## src/rtl/stbuf_pkg.sv

```systemverilog
// Shared definitions for the data-memory store buffer.
// Default geometry plus the default-width entry layout.
package stbuf_pkg;

  localparam int STBUF_DEPTH = 4;
  localparam int STBUF_AW    = 32;
  localparam int STBUF_DW    = 32;

  typedef struct packed {
    logic [STBUF_AW-1:2] addr;
    logic [STBUF_DW-1:0] data;
    logic [31:0]         pc;
  } stbuf_entry_t;

endpackage

```

## src/rtl/stbuf_match.sv

```systemverilog
// Load-vs-pending-store address compare with youngest-first priority select.
// Purely combinational; the caller supplies the valid mask and write index.
module stbuf_match
  import stbuf_pkg::*;
#(
  parameter int DEPTH = STBUF_DEPTH,
  parameter int TW    = STBUF_AW - 2
) (
  input  logic [TW-1:0]             ld_tag,
  input  logic [DEPTH-1:0][TW-1:0]  tags,
  input  logic [DEPTH-1:0]          valid,
  input  logic [$clog2(DEPTH)-1:0]  wr_idx,
  output logic                      hit,
  output logic [$clog2(DEPTH)-1:0]  hit_idx
);

  localparam int IW = $clog2(DEPTH);

  logic [DEPTH-1:0] eq;
  logic [IW-1:0]    idx;

  generate
    for (genvar gi = 0; gi < DEPTH; gi++) begin : g_cmp
      assign eq[gi] = valid[gi] && (tags[gi] == ld_tag);
    end
  endgenerate

  // Walk from the oldest slot towards the youngest so the last match written sticks.
  always_comb begin
    hit     = 1'b0;
    hit_idx = '0;
    idx     = '0;
    for (int k = DEPTH; k >= 1; k--) begin
      idx = wr_idx - IW'(k);
      if (eq[idx]) begin
        hit     = 1'b1;
        hit_idx = idx;
      end
    end
  end

endmodule

```

## src/rtl/dm_store_buffer.sv

```systemverilog
// Posted-write buffer in front of the data-memory port, owning the DM address mux.
// Define STBUF_FWD_EN to forward load hits from the buffer instead of stalling.
module dm_store_buffer
  import stbuf_pkg::*;
#(
  parameter int DEPTH = STBUF_DEPTH,
  parameter int AW    = STBUF_AW,
  parameter int DW    = STBUF_DW
) (
  input  logic                     clk,
  input  logic                     reset,
  input  logic                     st_valid_i,
  input  logic [AW-1:0]            st_addr_i,
  input  logic [DW-1:0]            st_data_i,
  input  logic [31:0]              st_pc_i,
  output logic                     st_ready_o,
  input  logic                     ld_valid_i,
  input  logic [AW-1:0]            ld_addr_i,
  output logic                     ld_fwd_o,
  output logic [DW-1:0]            ld_data_o,
  output logic                     ld_stall_o,
  output logic                     dm_we_o,
  output logic [AW-1:0]            dm_addr_o,
  output logic [DW-1:0]            dm_wdata_o,
  output logic [31:0]              dm_pc_o,
  output logic [$clog2(DEPTH):0]   count_o
);

  localparam int IW = $clog2(DEPTH);
  localparam int PW = IW + 1;

  typedef struct packed {
    logic [AW-1:2] addr;
    logic [DW-1:0] data;
    logic [31:0]   pc;
  } entry_t;

  entry_t        mem_reg [DEPTH];
  logic [PW-1:0] wr_ptr_reg, rd_ptr_reg;
  logic [PW-1:0] count;
  logic          empty, full, push, pop;
  entry_t        head;

  logic [DEPTH-1:0][AW-3:0] tags;
  logic [DEPTH-1:0]         valid;
  logic                     hit;
  logic [IW-1:0]            hit_idx;

  assign count = wr_ptr_reg - rd_ptr_reg;
  assign empty = (wr_ptr_reg == rd_ptr_reg);
  assign full  = (wr_ptr_reg[IW] != rd_ptr_reg[IW]) &&
                 (wr_ptr_reg[IW-1:0] == rd_ptr_reg[IW-1:0]);
  assign push  = !reset && st_valid_i && !full;
  assign pop   = !reset && !empty && !ld_valid_i;
  assign head  = mem_reg[rd_ptr_reg[IW-1:0]];

  // Entry storage carries no reset: occupancy is defined solely by the pointers.
  always_ff @(posedge clk) begin
    if (reset) begin
      wr_ptr_reg <= '0;
      rd_ptr_reg <= '0;
    end else begin
      if (push) begin
        mem_reg[wr_ptr_reg[IW-1:0]] <= '{addr: st_addr_i[AW-1:2], data: st_data_i, pc: st_pc_i};
        wr_ptr_reg <= wr_ptr_reg + 1'b1;
      end
      if (pop) rd_ptr_reg <= rd_ptr_reg + 1'b1;
    end
  end

  // A slot is occupied when its distance from the read pointer is below the count.
  generate
    for (genvar gi = 0; gi < DEPTH; gi++) begin : g_slot
      logic [IW-1:0] offs;
      assign offs      = IW'(gi) - rd_ptr_reg[IW-1:0];
      assign valid[gi] = ({1'b0, offs} < count);
      assign tags[gi]  = mem_reg[gi].addr;
    end
  endgenerate

  stbuf_match #(.DEPTH(DEPTH), .TW(AW-2)) u_match (
    .ld_tag  (ld_addr_i[AW-1:2]),
    .tags    (tags),
    .valid   (valid),
    .wr_idx  (wr_ptr_reg[IW-1:0]),
    .hit     (hit),
    .hit_idx (hit_idx)
  );

  assign st_ready_o = !reset && !full;
  assign count_o    = reset ? '0 : count;
  assign dm_we_o    = pop;
  assign dm_addr_o  = reset        ? '0 :
                      ld_valid_i   ? ld_addr_i :
                      empty        ? '0 : {head.addr, 2'b00};
  assign dm_wdata_o = (reset || empty) ? '0 : head.data;
  assign dm_pc_o    = (reset || empty) ? '0 : head.pc;

`ifdef STBUF_FWD_EN
  assign ld_fwd_o   = !reset && ld_valid_i && hit;
  assign ld_data_o  = ld_fwd_o ? mem_reg[hit_idx].data : '0;
  assign ld_stall_o = 1'b0;
`else
  logic unused_hit_idx;
  assign unused_hit_idx = ^hit_idx;
  assign ld_fwd_o   = 1'b0;
  assign ld_data_o  = '0;
  assign ld_stall_o = !reset && ld_valid_i && hit;
`endif

  logic unused_st_low;
  assign unused_st_low = ^st_addr_i[1:0];

endmodule

```

## config.mk

```make
export PLATFORM = sky130hd
export DESIGN_NAME = dm_store_buffer
export DESIGN_NICKNAME = d
export VERILOG_FILES = /design/src/rtl/stbuf_pkg.sv /design/src/rtl/stbuf_match.sv /design/src/rtl/dm_store_buffer.sv
export SDC_FILE = /design/constraint.sdc
export NUM_CORES = 1
export LEC_CHECK = 0
export BUFFER_PORTS_ARGS = -buffer_cell sky130_fd_sc_hd__buf_2
export CORE_UTILIZATION = 45
export CTS_BUF_LIST = sky130_fd_sc_hd__clkbuf_2 sky130_fd_sc_hd__clkbuf_4 sky130_fd_sc_hd__clkbuf_8
export DETAILED_ROUTE_END_ITERATION = 16
export GPL_TIMING_DRIVEN = 0
export PLACE_DENSITY_LB_ADDON = 0.08
export SLEW_MARGIN = 20
export SYNTH_ARGS = -nofsm -noshare
export SYNTH_HDL_FRONTEND = slang
export SYNTH_SLANG_ARGS = --single-unit
```

## constraint.sdc

```tcl
create_clock -name clk -period 5.2 [get_ports clk]
set_input_delay 1.04 -clock clk [delete_from_list [all_inputs] [get_ports clk]]
set_output_delay 1.04 -clock clk [all_outputs]
set_load 0.005 [all_outputs]
```

==> metrics, run 1 <==
cell with the largest stage delay on the worst path dfxtp_1; post-synthesis to final-layout area growth 19.0%; Site Rows 70; Largest register FFs 376; post-synthesis average cell area between 15 and 20 sq um; Design Area, Final approximately 20000 sq um; post-synthesis cell area ~17000 sq um; detailed-route via count slightly below 9000; first-iteration detailed-routing DRC count 524; clock net sink count 384; type of the setup path with the least slack reg2out; CTS clock-pin slew for the worst setup and hold paths approximately 0.060 ns; capture point of the worst reg-to-reg path mem_reg[1][11]; slew margin rel. 29.0%; Critical Path Sink Type output port; R2R Setup Slk 2.16 ns; timing-limited maximum frequency 232 MHz; routed len/inst approximately 23 microns; number of H-tree levels 3; clock insertion delay at the later pin of the skew report approximately 0.62 ns; slowest cell delay on critical path around 0.43 ns; Critical Path Start Type flop; final-stage net count ~1400; critical register-to-register path startpoint rd_ptr_reg[0]; count of instances resized after the clock tree is built 0; commonest cells after routing, fill and taps aside edfxtp_1 (376), buf_2 (210), xnor2_1 (124), mux4_2 (94); worst IR drop on VDD slightly above 0.3 mV; Die Area about 38000 sq um; number of failing setup endpoints in the final timing report 0; Hold Violations, Final 0; leak pwr 6.82 nW; R2R cell count 7; most common library cell in the layout ignoring fill and taps edfxtp_1; post-route DRC violation count 0; Chip Height slightly below 200 microns; maxcap violations 0; post-route fraction of the period consumed by the critical path slightly above 80%; fin crit period 4.31 ns; quantity of I/O buffers inserted on ports between 200 and 250; Chip Width just under 200 microns; number of global-route vias before repair about 9400; worst min path class reg2reg; post-CTS repair timing setup buffer count 0; outcome finished clean; ordered cell list for the critical path inv_1 -> ha_1 -> inv_1 -> fa_1 -> inv_1 -> ha_1 -> nor2b_1 -> o21ai_0 -> nand3_1 -> a41oi_1 -> buf_2; Critical Path Fanout Max 6; clock tree from TritonCTS yes; count of filler cells inserted in the layout ~3000; Seq/Total Area, Yosys between 60% and 70%; Yosys warning count 0; Clk Tree Root Cell clkbuf_8; post-synthesis register bit count 384; number of hold buffers added after cts 0; average via count per standard cell between 5 and 6; number of search-and-repair iterations in the first detailed-routing pass 5; post-detailed-routing wire length ~39000 microns; count of placed standard cells in the final layout, fillers left out 1729; CP bufs+invs 4; skew final about 0.022 ns; area of the core 36500 sq um; number of top-level design ports between 200 and 300; cell total after placement 1610; number of pins exceeding their max-slew limit in the final report 0; hold path endpoint rd_ptr_reg[1]; transition time at the pin with the least slew margin 1.07 ns; RSZ-0062 raised after global routing false; placer's final routability congestion estimate approximately 0.8; largest buffer count on any clock path 3; GRT Residual Overflow 0; depth of the worst hold-timing path 2; Pwr per Cell Area 370 nW/um^2; Post-Place Cell Area 18600 sq um; CP dominant cell by count inv_1; global-route total usage across every layer between 20% and 30%; pin count of the biggest net entering global routing 40; initial cell density of the core ~46%; worst hold path startpoint rd_ptr_reg[1]; clock buffers created by TritonCTS between 60 and 70; TNS Setup 0 ns; final core occ 54.3%; first-pass GRT wire length approximately 58000 microns; gate count of the mapped netlist 901; layout cells sized above 1 roughly 38%; detailed placement HPWL 26100 microns; antenna-violating nets left 0; number of antenna violations at the first check in global routing 10; Worst Path Arrival 3.27 ns; Crit path max-delay family adder cells; Unique masters post-synth 36; required arrival time at the worst endpoint roughly 4.2 ns
==> power breakdown <==
group          leakage [nW]  total [mW]  switching [mW]  internal [mW]
Combinational          2.68        1.21           0.610          0.601
Sequential             3.48        3.52          0.0309           3.49
Clock                 0.658        2.60            1.22           1.39
==> layer usage <==
| layer | vias to the layer above | GRT usage [%] | part of all wire (%) |
|---|---|---|---|
| met5 | - | 0 | 0.14 |
| met4 | 10 | 8.85 | 2.9 |
| met3 | 84 | 6.78 | 8.0 |
| met2 | 322 | 33.3 | 47 |
| met1 | 4404 | 27.2 | 42 |
| li1 | 4075 | - | - |
==> worst max path at each step <==
| stage | startpoint | to | slack, ns | cells past startpoint |
|---|---|---|---|---|
| 3_3_place_gp | reset | mem_reg[1][47] | -1.16 | 3 |
| 2_1_floorplan | reset | mem_reg[2][0] | 1.16 | 2 |
| 3_5_place_dp | reset | ld_stall_o | 1.26 | 7 |
| 6_report | wr_ptr_reg[0] | ld_stall_o | 0.89 | 11 |
| 5_1_grt | wr_ptr_reg[0] | ld_stall_o | 0.69 | 11 |
| 4_1_cts | wr_ptr_reg[0] | ld_stall_o | 0.88 | 11 |
==> kinds of logic (layout without fill, tap and decap cells) <==
group	after synthesis	in the layout	share of synthesized area, %
and+or+nand+nor	132	132	4.73
AOI/OAI and AO/OA	40	40	2.16
xor gates and xnor gates	127	127	6.71
muxes	95	95	12.8
buffers and inverters	107	430	3.81
other	1	38	0.0225
adders and majority gates	15	15	1.17
DFF	384	384	68.6
==> synthesized netlist by cell type (all sizes together) <==
cell	count	area, sq um
dfxtp	8	160
nor4	8	50.1
a21o	1	8.76
and2	7	47.6
conb	1	3.75
a41oi	1	8.76
edfxtp	376	11300
nand3	4	20.0
and2b	1	10.0
a21oi	2	21.3
xnor2	125	1100
xor2	2	17.5
buf	55	439
nand4	28	175
fa	1	20.0
nor2	10	37.5
clkbuf	43	163
mux4	94	2120
inv	9	33.8
mux2i	1	10.0
nand2	6	22.5
o21ai	4	20.0
a22o	30	274
ha	14	175
o31ai	1	7.51
a211oi	1	20.0
nor2b	68	425
==> area by class of cell <==
class	count	area, sq um	share of cell area, %
sequential	384	11500	57.7
multi-input combinational	442	4720	23.8
timing repair buffer	209	1200	6.03
clock buffer	83	1050	5.28
buffer	98	602	3.03
tap	468	586	2.95
clock inverter	31	193	0.971
inverter	9	33.8	0.170
antenna	5	12.5	0.0631
==> stage by stage <==
| stage | total power, mW | hold slack [ns] | setup WS (ns) |
|---|---|---|---|
| 2_1_floorplan | 4.39 | 0.535 | 1.16 |
| 3_3_place_gp | 4.82 | 0.583 | -1.16 |
| 3_5_place_dp | 4.82 | 0.572 | 1.26 |
| 4_1_cts | 7.45 | 0.583 | 0.875 |
| 5_1_grt | 7.68 | 0.591 | 0.694 |
| 6_report | 7.34 | 0.581 | 0.890 |
==> tightest hold or removal path, stage by stage (launching register included) <==
cell and delay [ns]:
dfxtp_1 0.34, mux2i_1 0.13, nor2_1 0.06
No activity file was read; power rests on OpenSTA's default activity.
==> run 2, diff against run 1 <==
Clock period 5.2 ns to 3.46 ns, I/O delays scaled along.
==> metrics, run 2 (synthesis gave the netlist of run 1 again) <==
power dissipated by switching net loads 2.75 mW (was 1.86 mW); overall power consumption 11.1 mW (was 7.34 mW); final-stage net count 1359 (was 1358); number of antenna violations at the first check in global routing 8 (was 10); slowest cell delay on critical path 0.58 ns (was 0.43 ns); share of power burned in the clock network 35.1% (was 35.5%); fin crit period between 3 and 4 ns; Hold Violations, Final 0 (unchanged); Chip Height 195 microns (unchanged); combinational fraction of design power 17.0% (was 16.5%); outcome finished with violations (was finished clean); Chip Width 195 microns (unchanged); initial cell density of the core 45.7% (unchanged); clock buffers created by TritonCTS 66 (was 67); layout cells sized above 1 40.0% (was 37.8%); timing-limited maximum frequency 283 MHz; Critical Path Fanout Max 6 (unchanged); worst min path class in2reg (was reg2reg); RSZ-0062 raised after global routing true (was false); first-pass GRT wire length 57000 microns (was 57900 microns); transition time at the pin with the least slew margin 1.09 ns (was 1.07 ns); switching fraction of total power 24.8% (was 25.3%); average via count per standard cell 5.23 (was 5.14); Critical Path Start Type flop (unchanged); number of search-and-repair iterations in the first detailed-routing pass 4 (was 5); number of failing setup endpoints in the final timing report 1 (was 0); post-route fraction of the period consumed by the critical path 102%; routed len/inst 22.6 microns (was 22.7 microns); number of global-route vias before repair 9354 (was 9355); TNS Setup -0.0779 ns (was 0 ns); Clk Tree Root Cell clkbuf_8 (unchanged); type of the setup path with the least slack reg2out (unchanged); post-synthesis to final-layout area growth 19.8% (was 19.0%); antenna-violating nets left 0 (unchanged); Largest register FFs 376 (unchanged); clock net sink count 384 (unchanged); first-iteration detailed-routing DRC count 511 (was 524); fraction of power consumed by sequential logic 47.8% (was 48.0%); violated checks negative setup slack; number of pins exceeding their max-slew limit in the final report 0 (unchanged); Site Rows 70 (unchanged); worst IR drop on VDD 0.358 mV (was 0.303 mV); detailed-route via count 9051 (was 8895); cell total after placement 1610 (unchanged); ordered cell list for the critical path inv_4 -> ha_4 -> inv_2 -> fa_1 -> inv_4 -> ha_4 -> nor2b_4 -> o21ai_2 -> nand3_2 -> a41oi_2 -> buf_2 (was inv_1 -> ha_1 -> inv_1 -> fa_1 -> inv_1 -> ha_1 -> nor2b_1 -> o21ai_0 -> nand3_1 -> a41oi_1 -> buf_2); post-detailed-routing wire length 39100 microns (was 39200 microns); CTS clock-pin slew for the worst setup and hold paths 0.06 ns (about the same); cell with the largest stage delay on the worst path fa_1 (was dfxtp_1); skew final 0.0142 ns (was 0.0218 ns); required arrival time at the worst endpoint 2.77 ns (was 4.16 ns); crit path setup slack, layout -0.0779 ns (was 0.890 ns); slew margin rel. 27.5% (was 29.0%); number of hold buffers added after cts 0 (unchanged); count of placed standard cells in the final layout, fillers left out 1729 (unchanged); placer's final routability congestion estimate 0.815 (was 0.823); number of H-tree levels 3 (unchanged); Die Area 37800 sq um (unchanged); quantity of I/O buffers inserted on ports 201 (unchanged); commonest cells after routing, fill and taps aside edfxtp_1 (376), buf_2 (210), xnor2_1 (124), mux4_2 (94), clkbuf_8 (68) (was edfxtp_1 (376), buf_2 (210), xnor2_1 (124), mux4_2 (94)); leak pwr 6.86 nW (was 6.82 nW); clock insertion delay at the later pin of the skew report 0.60 ns (was 0.62 ns); pin count of the biggest net entering global routing 45 (was 40); Critical Path Sink Type output port (unchanged); internal power summed over all cells 8.33 mW (was 5.48 mW); clock tree from TritonCTS yes (unchanged); detailed placement HPWL 26100 microns (about the same); most common library cell in the layout ignoring fill and taps edfxtp_1 (unchanged); post-route DRC violation count 0 (unchanged); maxcap violations 0 (unchanged); number of top-level design ports 267 (unchanged); GRT Residual Overflow 0 (unchanged); global-route total usage across every layer 20.9% (was 21.2%); area of the core 36500 sq um (unchanged); largest buffer count on any clock path 3 (unchanged); Pwr per Cell Area 554 nW/um^2 (was 370 nW/um^2); Worst Path Arrival 2.85 ns (was 3.27 ns)
run 2: path summary, 6_finish.rpt:
check	from	to	slack [ns]	cells past startpoint
worst min register to register	rd_ptr_reg[1]	rd_ptr_reg[1]	0.57	2
worst max-delay path	wr_ptr_reg[0]	ld_stall_o	-0.08	11
worst min-delay path	st_addr_i[14]	mem_reg[2][76]	0.31	1
worst max register to register	wr_ptr_reg[0]	mem_reg[3][51]	0.55	7
run 2: power groups by stage:
| stage | clock (mW) | combinational [mW] | sequential [mW] |
|---|---|---|---|
| after floorplan | 0 | 1.21 | 5.38 |
| after global placement | 0 | 1.82 | 5.40 |
| after detailed placement | 0 | 1.85 | 5.39 |
| after CTS | 4.02 | 1.87 | 5.30 |
| after global routing | 4.22 | 2.05 | 5.31 |
| final | 3.89 | 1.89 | 5.30 |
run 2: metrics by stage:
stage	setup WS [ns]	hold slack [ns]	util (%)	area, sq um
6_report	-0.0779	0.305	54.7	20000
5_1_grt	-0.209	0.269	54.7	20000
4_1_cts	-0.128	0.249	54.4	19900
3_5_place_dp	0.155	0.578	51.0	18600
3_3_place_gp	-0.736	0.579	50.4	18400
2_1_floorplan	0.477	0.535	-	16800
run 2: timing repair:
item	4_1_cts	5_1_grt
pin swaps	2	6
buffers inserted	1	1
resized for setup	16	20
endpoints found under the setup margin	44	23
hold endpoints to repair	0	0
run 2: final cells by class:
cell class / instances / area [sq um]
Antenna cell: 5 / 12.5
Buffer: 98 / 611
Clock buffer: 90 / 1100
Clock inverter: 22 / 135
Fill cell: 3005 / 16500
Inverter: 9 / 38.8
Multi-Input combinational cell: 442 / 4800
Sequential cell: 384 / 11500
Tap cell: 468 / 586
Timing Repair Buffer: 211 / 1230
run 2: layer usage:
| metal | wire, microns | track usage (%) | vias to the layer above |
|---|---|---|---|
| met5 | 31 | 0 | - |
| met4 | 797 | 8.14 | 6 |
| met3 | 2850 | 6.16 | 61 |
| met2 | 18900 | 33.0 | 315 |
| met1 | 16500 | 27.3 | 4592 |
| li1 | - | - | 4077 |
run 2: critical path: cells and delay by family (launching register included):
| family | cells | cell delay, ns |
|---|---|---|
| flops | 1 | 0.35 |
| buf+inv | 4 | 0.32 |
| simple gates | 2 | 0.21 |
| compound gates | 2 | 0.43 |
| fa+ha+maj | 3 | 0.94 |
